--- src/rtl/mem_bus_pkg.sv ---
// Shared definitions for the memory-bus scheduler.
//   - Region base/limit addresses (inclusive) for SRAM_0, SRAM_1, UART1 and
//     Control_Module.
//   - region_e: region index.
//   - state_e: scheduler FSM states.
//   - CS_*: one-hot bus_cs encodings.
//   - region_cs(): maps a region index to its one-hot select.
package mem_bus_pkg;

   localparam logic [31:0] SRAM0_BASE  = 32'h1000_0000;
   localparam logic [31:0] SRAM0_LIMIT = 32'h13FF_FFFF;
   localparam logic [31:0] SRAM1_BASE  = 32'h1400_0000;
   localparam logic [31:0] SRAM1_LIMIT = 32'h17FF_FFFF;
   localparam logic [31:0] UART1_BASE  = 32'h4802_2000;
   localparam logic [31:0] UART1_LIMIT = 32'h4802_2FFF;
   localparam logic [31:0] CTRL_BASE   = 32'h44E1_0000;
   localparam logic [31:0] CTRL_LIMIT  = 32'h44E1_1FFF;

   typedef enum logic [2:0] {
      REG_SRAM0,
      REG_SRAM1,
      REG_UART1,
      REG_CTRL,
      REG_NONE
   } region_e;

   typedef enum logic [1:0] {
      IDLE,
      ACCESS,
      DONE
   } state_e;

   localparam logic [3:0] CS_NONE  = 4'b0000;
   localparam logic [3:0] CS_SRAM0 = 4'b0001;
   localparam logic [3:0] CS_SRAM1 = 4'b0010;
   localparam logic [3:0] CS_UART1 = 4'b0100;
   localparam logic [3:0] CS_CTRL  = 4'b1000;

   function automatic logic [3:0] region_cs(input region_e r);
      case (r)
         REG_SRAM0: return CS_SRAM0;
         REG_SRAM1: return CS_SRAM1;
         REG_UART1: return CS_UART1;
         REG_CTRL:  return CS_CTRL;
         default:   return CS_NONE;
      endcase
   endfunction

endpackage

--- src/rtl/mem_region_decode.sv ---
// Combinational address decoder for the memory-mapped bus.
//   addr : address to decode (ADDR_W bits, compared zero-extended)
//   sel  : one-hot select [0]=SRAM_0 [1]=SRAM_1 [2]=UART1 [3]=Control_Module
//   hit  : high when addr falls in any mapped region
module mem_region_decode
   import mem_bus_pkg::*;
#(
   parameter int ADDR_W = 32
) (
   input  logic [ADDR_W-1:0] addr,
   output logic [3:0]        sel,
   output logic              hit
);

   // Widen so the 32-bit map compares correctly for any ADDR_W up to 64;
   // upper address bits above 31 must be zero to hit a region.
   logic [63:0] a;
   region_e     region;

   assign a = 64'(addr);

   always_comb begin
      region = REG_NONE;
      if (a >= 64'(SRAM0_BASE) && a <= 64'(SRAM0_LIMIT))
         region = REG_SRAM0;
      else if (a >= 64'(SRAM1_BASE) && a <= 64'(SRAM1_LIMIT))
         region = REG_SRAM1;
      else if (a >= 64'(UART1_BASE) && a <= 64'(UART1_LIMIT))
         region = REG_UART1;
      else if (a >= 64'(CTRL_BASE) && a <= 64'(CTRL_LIMIT))
         region = REG_CTRL;
      sel = region_cs(region);
      hit = (region != REG_NONE);
   end

endmodule

--- src/rtl/mem_bus_scheduler.sv ---
// Two-master round-robin scheduler for the SRAM_0/SRAM_1/UART1/Control_Module
// bus. Each access goes IDLE -> ACCESS (WAIT+1 cycles) -> DONE; unmapped
// addresses go IDLE -> DONE with err.
//   clk, RESET          : clock, synchronous active-high reset
//   req/addr0/addr1/wr/wdata0/wdata1 : master requests (req held until done)
//   gnt, done, err, rdata : per-master grant, completion, error, read data
//   bus_addr/bus_wdata/bus_we/bus_cs/bus_rdata : slave-side bus
// Optional build macro MEM_BUS_ERR_LOG_EN adds err_irq/err_addr/err_clr, a
// sticky log of the first unmapped access since the last clear.
module mem_bus_scheduler
   import mem_bus_pkg::*;
#(
   parameter int ADDR_W    = 32,
   parameter int DATA_W    = 16,
   parameter int SRAM_WAIT = 1,
   parameter int IO_WAIT   = 3
) (
   input  logic              clk,
   input  logic              RESET,
   input  logic [1:0]        req,
   input  logic [ADDR_W-1:0] addr0,
   input  logic [ADDR_W-1:0] addr1,
   input  logic [1:0]        wr,
   input  logic [DATA_W-1:0] wdata0,
   input  logic [DATA_W-1:0] wdata1,
   output logic [1:0]        gnt,
   output logic [1:0]        done,
   output logic [1:0]        err,
   output logic [DATA_W-1:0] rdata,
   output logic [ADDR_W-1:0] bus_addr,
   output logic [DATA_W-1:0] bus_wdata,
   output logic              bus_we,
   output logic [3:0]        bus_cs,
   input  logic [DATA_W-1:0] bus_rdata
`ifdef MEM_BUS_ERR_LOG_EN
   ,
   output logic              err_irq,
   output logic [ADDR_W-1:0] err_addr,
   input  logic              err_clr
`endif
);

   generate
      if (SRAM_WAIT < 0 || SRAM_WAIT > 15 || IO_WAIT < 0 || IO_WAIT > 15) begin : g_bad_wait
         $error("mem_bus_scheduler: SRAM_WAIT/IO_WAIT must be in 0..15");
      end
   endgenerate

   localparam logic [3:0] SRAM_W4 = 4'(SRAM_WAIT);
   localparam logic [3:0] IO_W4   = 4'(IO_WAIT);

   state_e            state, state_nxt;
   logic              owner;      // master currently being served
   logic              last;       // master granted most recently
   logic              wr_q;
   logic              hit_q;
   logic [3:0]        cs_q;
   logic [3:0]        cnt;
   logic              win;
   logic [ADDR_W-1:0] sel_addr;
   logic [3:0]        dec_sel;
   logic              dec_hit;
   logic [3:0]        wait_ld;
   logic [1:0]        gvec;

   // Contention goes to the master not granted last; a lone request wins.
   assign win      = (req == 2'b11) ? ~last : req[1];
   assign sel_addr = win ? addr1 : addr0;
   assign wait_ld  = (dec_sel[0] | dec_sel[1]) ? SRAM_W4 : IO_W4;
   assign gvec     = owner ? 2'b10 : 2'b01;

   mem_region_decode #(.ADDR_W(ADDR_W)) u_decode (
      .addr (sel_addr),
      .sel  (dec_sel),
      .hit  (dec_hit)
   );

   always_ff @(posedge clk) begin
      if (RESET) begin
         state     <= IDLE;
         last      <= 1'b1;
         owner     <= 1'b0;
         cnt       <= 4'd0;
         wr_q      <= 1'b0;
         hit_q     <= 1'b0;
         cs_q      <= CS_NONE;
         bus_addr  <= '0;
         bus_wdata <= '0;
         rdata     <= '0;
      end else begin
         state <= state_nxt;
         case (state)
            IDLE: begin
               if (|req) begin
                  owner     <= win;
                  bus_addr  <= sel_addr;
                  bus_wdata <= win ? wdata1 : wdata0;
                  wr_q      <= wr[win];
                  cs_q      <= dec_sel;
                  hit_q     <= dec_hit;
                  cnt       <= wait_ld;
                  if (!dec_hit)
                     rdata <= '0;
               end
            end
            ACCESS: begin
               // Last ACCESS cycle: capture read data; writes leave rdata alone.
               if (cnt == 4'd0) begin
                  if (!wr_q)
                     rdata <= bus_rdata;
               end else begin
                  cnt <= cnt - 4'd1;
               end
            end
            DONE:    last <= owner;
            default: ;
         endcase
      end
   end

   always_comb begin
      state_nxt = state;
      gnt       = 2'b00;
      done      = 2'b00;
      err       = 2'b00;
      bus_cs    = CS_NONE;
      bus_we    = 1'b0;
      case (state)
         IDLE: begin
            if (|req)
               state_nxt = dec_hit ? ACCESS : DONE;
         end
         ACCESS: begin
            gnt    = gvec;
            bus_cs = cs_q;
            bus_we = wr_q;
            if (cnt == 4'd0)
               state_nxt = DONE;
         end
         DONE: begin
            gnt       = gvec;
            done      = gvec;
            err       = hit_q ? 2'b00 : gvec;
            state_nxt = IDLE;
         end
         default: state_nxt = IDLE;
      endcase
   end

`ifdef MEM_BUS_ERR_LOG_EN
   logic err_set;
   assign err_set = (state == IDLE) && (|req) && !dec_hit;

   // A set in the same cycle as a clear wins and records the new address.
   always_ff @(posedge clk) begin
      if (RESET) begin
         err_irq  <= 1'b0;
         err_addr <= '0;
      end else if (err_set) begin
         err_irq <= 1'b1;
         if (!err_irq || err_clr)
            err_addr <= sel_addr;
      end else if (err_clr) begin
         err_irq  <= 1'b0;
         err_addr <= '0;
      end
   end
`endif

endmodule

--- config.mk ---
export PLATFORM = sky130hd
export DESIGN_NAME = mem_bus_scheduler
export DESIGN_NICKNAME = d
export VERILOG_FILES = /design/src/rtl/mem_bus_pkg.sv /design/src/rtl/mem_region_decode.sv /design/src/rtl/mem_bus_scheduler.sv
export SDC_FILE = /design/constraint.sdc
export NUM_CORES = 1
export LEC_CHECK = 0
export BUFFER_PORTS_ARGS = -buffer_cell sky130_fd_sc_hd__buf_2
export CAP_MARGIN = 15
export CORE_MARGIN = 2
export CORE_UTILIZATION = 51
export DETAILED_ROUTE_END_ITERATION = 8
export PLACE_DENSITY = 0.84
export SYNTH_ARGS = -nofsm -noshare
export SYNTH_HDL_FRONTEND = slang
export SYNTH_SLANG_ARGS = --single-unit
--- constraint.sdc ---
create_clock -name clk -period 4.19 [get_ports clk]
set_clock_uncertainty 0.1 [all_clocks]
set_input_delay 0.2095 -clock clk [delete_from_list [all_inputs] [get_ports clk]]
set_output_delay 0.2095 -clock clk [all_outputs]
set_load 0.01 [all_outputs]
==> results by group <==
Critical path
  – Crit-path max FO: 17
  – Crit-path max cell delay: 0.61 ns
  – Critical Path Start Type: flip-flop
  – Startpoint-to-endpoint class of the critical path: reg2reg
  – Critical Path Source: state[0]
  – Arrival time of data at the critical path endpoint: 2.94 ns
  – Cells traversed along the worst timing path: inv_1 -> ha_1 -> o21ai_1 -> a21oi_2 -> nand3b_1 -> o21ai_0 -> nand3_1
  – Critical register-to-register path startpoint: state[0]
  – CP Capture Type: flip-flop
  – Cell with the largest stage delay on the worst path: sky130_fd_sc_hd__a21oi_2
  – Required time of the critical path: 4.31 ns

Logic synthesis
  – Mean instance size in the synthesized netlist: 7.80 µm²
  – Number of unique standard cell types used by synthesis: 53
  – Most used flip-flop cell after synthesis: sky130_fd_sc_hd__dfxtp_1
  – Cell type contributing the most total cell area after synthesis: sky130_fd_sc_hd__dfxtp_1
  – Synth area leaders: sky130_fd_sc_hd__dfxtp_1 (37%), sky130_fd_sc_hd__a311oi_1 (10%), sky130_fd_sc_hd__nand2_1 (9.4%), sky130_fd_sc_hd__nor2_1 (5.7%), sky130_fd_sc_hd__nand3_1 (4.0%)
  – Number of synthesized flops with an enable pin: 0
  – Yosys top cell area share: 0.374
  – Mapped Area: 4170 µm²
  – Share of flip-flops with an asynchronous set or reset after synthesis: 0
  – Post-synthesis net count: 657
  – Warnings from Yosys: 0
  – Cell count after synthesis: 535
  – Number of synthesized register bits: 78
  – Register area share after synthesis: 0.374

Route
  – Final wirelength: 12400 µm
  – Total length of routed met3 wires: 1030 µm
  – Number of DRC violations after detailed routing: 0
  – Routed length on met1: 5130 µm
  – Routed wire length on met2: 5960 µm
  – Via/cell ratio: 5.79
  – Highest metal used: met4
  – Count of nets left with antenna violations after detail routing: 0
  – Routed via count: 4638
  – Count of TritonRoute iterations in the first routing pass: 6
  – Number of DRC markers in iteration 0: 186
  – Routed length per instance: 15.4 µm

Timing
  – Final setup TNS: 0 ns
  – Worst-margin pin slew: 1.16 ns
  – Max-slew violations: 0
  – Maximum frequency from static timing analysis: 354 MHz
  – Portion of the clock cycle consumed by the worst path in the final layout: 0.673
  – Final setup viols: 0
  – Post-route worst hold slack: 0.0222 ns
  – Worst-case headroom to the max-slew limit: 0.225
  – Worst-case setup margin in the final layout: 1.37 ns
  – Unrepaired setup endpoints after global routing: no
  – Min cycle time layout: 2.82 ns
  – Final number of hold-violating endpoints: 0

Clock network
  – Buffer type at the clock tree root: sky130_fd_sc_hd__clkbuf_8
  – Clock latency on the worst-skew pair: 0.34 ns
  – Cells resized by post-CTS repair: 0
  – CTS buffer count: 9
  – Hold-fix buffers, CTS: 0
  – Clock transition time at the flip-flop clock pins of the worst setup and hold paths: 0.08 ns
  – Setup fix buffers added after clock tree synthesis: 0
  – Maximum count of clock buffers along a single path: 2
  – # clock sinks: 78
  – H-Tree Depth: 3
  – TritonCTS clock tree: yes

Global routing
  – Total grt overflow: 0
  – Global-route wire length before repair: 19200 µm
  – Maximum number of pins on one net before global-route repair: 80
  – Vias in the first global route: 4123
  – Gr usage total: 0.267
  – Initial antenna violation count: 0

Final layout
  – Synth-to-layout area growth: 26.8%
  – Nets: 817
  – Count of inserted antenna diode cells: 0
  – Layout cells sized above 1: 0.329

Power
  – Power per unit of standard cell area: 350 nW/µm²
  – Proportion of power drawn by combinational gates: 0.225
  – Peak ir drop on the vdd network: 0.262 mV
  – Internal cell power: 1.30 mW
  – Power share of the clock group: 0.322
  – Sw Pwr: 0.551 mW
  – Part of the power in registers: 0.453
  – Lkg Pwr: 2.43 nW
  – Switching fraction of total power: 0.297

Die
  – Die H: 94.5 µm
  – Overall die area: 8920 µm²
  – Effective utilization at floorplan: 0.532
  – Die Wd: 94.5 µm
  – IO Count: 193
  – Cell Rows: 32
  – Core area: 7850 µm²

Min path
  – Worst hold path class: in2reg
  – Hold path startpoint: bus_rdata[8]

Placement
  – IO Port Bufs: 192
  – Placement Setup Slack: 1.45 ns
  – Placer Congestion: 0.879
  – Placed wire-length estimate: 8820 µm

Run
  – Number of violations of the max-capacitance limit: 0

Status
  – Status: completed
-- flip-flops by register name (all words and copies together) (netlist names) --
name / flops
bus_wdata: 16
state: 2
rdata: 16
cs_q: 4
owner: 1
cnt: 4
wr_q: 1
last: 1
bus_addr: 32
hit_q: 1
-- path summary, 6_finish.rpt --
kind,slack [ns],to,depth (start not counted)
min reg2reg,0.37,cs_q[2],2
max reg2reg,1.37,rdata[5],7
max,1.37,rdata[5],7
min,0.02,rdata[8],3
-- cells in the final DEF, fill, tap and decap left out, types with 7 or more instances in the layout --
cell,synthesis,final
sky130_fd_sc_hd__nor3_1,10,9
sky130_fd_sc_hd__nor2_1,63,63
sky130_fd_sc_hd__nand4_1,22,22
sky130_fd_sc_hd__nand2_1,105,105
sky130_fd_sc_hd__or3_1,13,13
sky130_fd_sc_hd__and2_1,7,7
sky130_fd_sc_hd__a311oi_1,48,48
sky130_fd_sc_hd__o21ai_0,21,21
sky130_fd_sc_hd__nor3b_1,18,18
sky130_fd_sc_hd__nand3_1,33,33
sky130_fd_sc_hd__buf_2,2,192
sky130_fd_sc_hd__dfxtp_1,78,78
sky130_fd_sc_hd__clkbuf_8,0,9
-- logic make-up after synthesis --
kind of cell / count (synthesis) / synth area share
buffers and inverters: 54 / 0.0645
AO/OA/AOI/OAI: 93 / 0.182
AND/OR/NAND/NOR: 303 / 0.361
XOR/XNOR: 2 / 0.00420
adder cells (fa/ha/maj): 4 / 0.0120
flip-flops: 78 / 0.374
multiplexers: 1 / 0.00240
-- power by group through the flow --
stage	clock (mW)	sequential, mW	combinational, mW
2_1_floorplan	0	0.878	0.217
3_3_place_gp	0	0.853	0.404
3_5_place_dp	0	0.856	0.415
4_1_cts	0.611	0.840	0.416
5_1_grt	0.636	0.847	0.461
6_report	0.597	0.840	0.417
-- worst max-delay path, delay by kind of cell, from the launching register on --
kind / cells / cell delay (ns)
simple gates: 2 / 0.64
compound gates: 3 / 1.22
buf+inv: 1 / 0.10
flops: 1 / 0.32
fa+ha+maj: 1 / 0.32
-- area by class of cell --
class | instances | area, µm²
Fill cell | 698 | 2560
Multi-Input combinational cell | 403 | 2370
Sequential cell | 78 | 1560
Timing Repair Buffer | 197 | 1010
Clock buffer | 10 | 128
Tap cell | 102 | 128
Clock inverter | 5 | 75.1
Inverter | 6 | 22.5
-- layer usage --
metal / GRT usage / vias to the layer above
li1: - / 2255
met1: 0.332 / 2159
met2: 0.449 / 202
met3: 0.0670 / 22
met4: 0.0930 / 0
met5: 0 / -
-- Yosys cell counts, types with 3 or more instances --
| master | number |
|---|---|
| sky130_fd_sc_hd__nor2b_1 | 4 |
| sky130_fd_sc_hd__nand4_1 | 22 |
| sky130_fd_sc_hd__nand3_1 | 33 |
| sky130_fd_sc_hd__buf_6 | 8 |
| sky130_fd_sc_hd__a21oi_1 | 4 |
| sky130_fd_sc_hd__nor3_1 | 10 |
| sky130_fd_sc_hd__dfxtp_1 | 78 |
| sky130_fd_sc_hd__inv_1 | 6 |
| sky130_fd_sc_hd__ha_1 | 4 |
| sky130_fd_sc_hd__and2_1 | 7 |
| sky130_fd_sc_hd__or3_2 | 3 |
| sky130_fd_sc_hd__clkbuf_1 | 35 |
| sky130_fd_sc_hd__o21ai_0 | 21 |
| sky130_fd_sc_hd__a311oi_1 | 48 |
| sky130_fd_sc_hd__nor3b_1 | 18 |
| sky130_fd_sc_hd__nor4_1 | 4 |
| sky130_fd_sc_hd__nor2_1 | 63 |
| sky130_fd_sc_hd__nand3b_1 | 3 |
| sky130_fd_sc_hd__or3_1 | 13 |
| sky130_fd_sc_hd__nand2_1 | 105 |
| sky130_fd_sc_hd__nor4b_1 | 5 |
-- stage by stage --
step            util  cell area (µm²)  cells  total power, mW
2_1_floorplan      -             4170    535             1.10
3_3_place_gp   0.648             5090    786             1.26
3_5_place_dp   0.648             5090    786             1.27
4_1_cts        0.674             5290    801             1.87
5_1_grt        0.674             5290    801             1.94
6_report       0.674             5290    801             1.85
(Power assumes the default switching activity.)
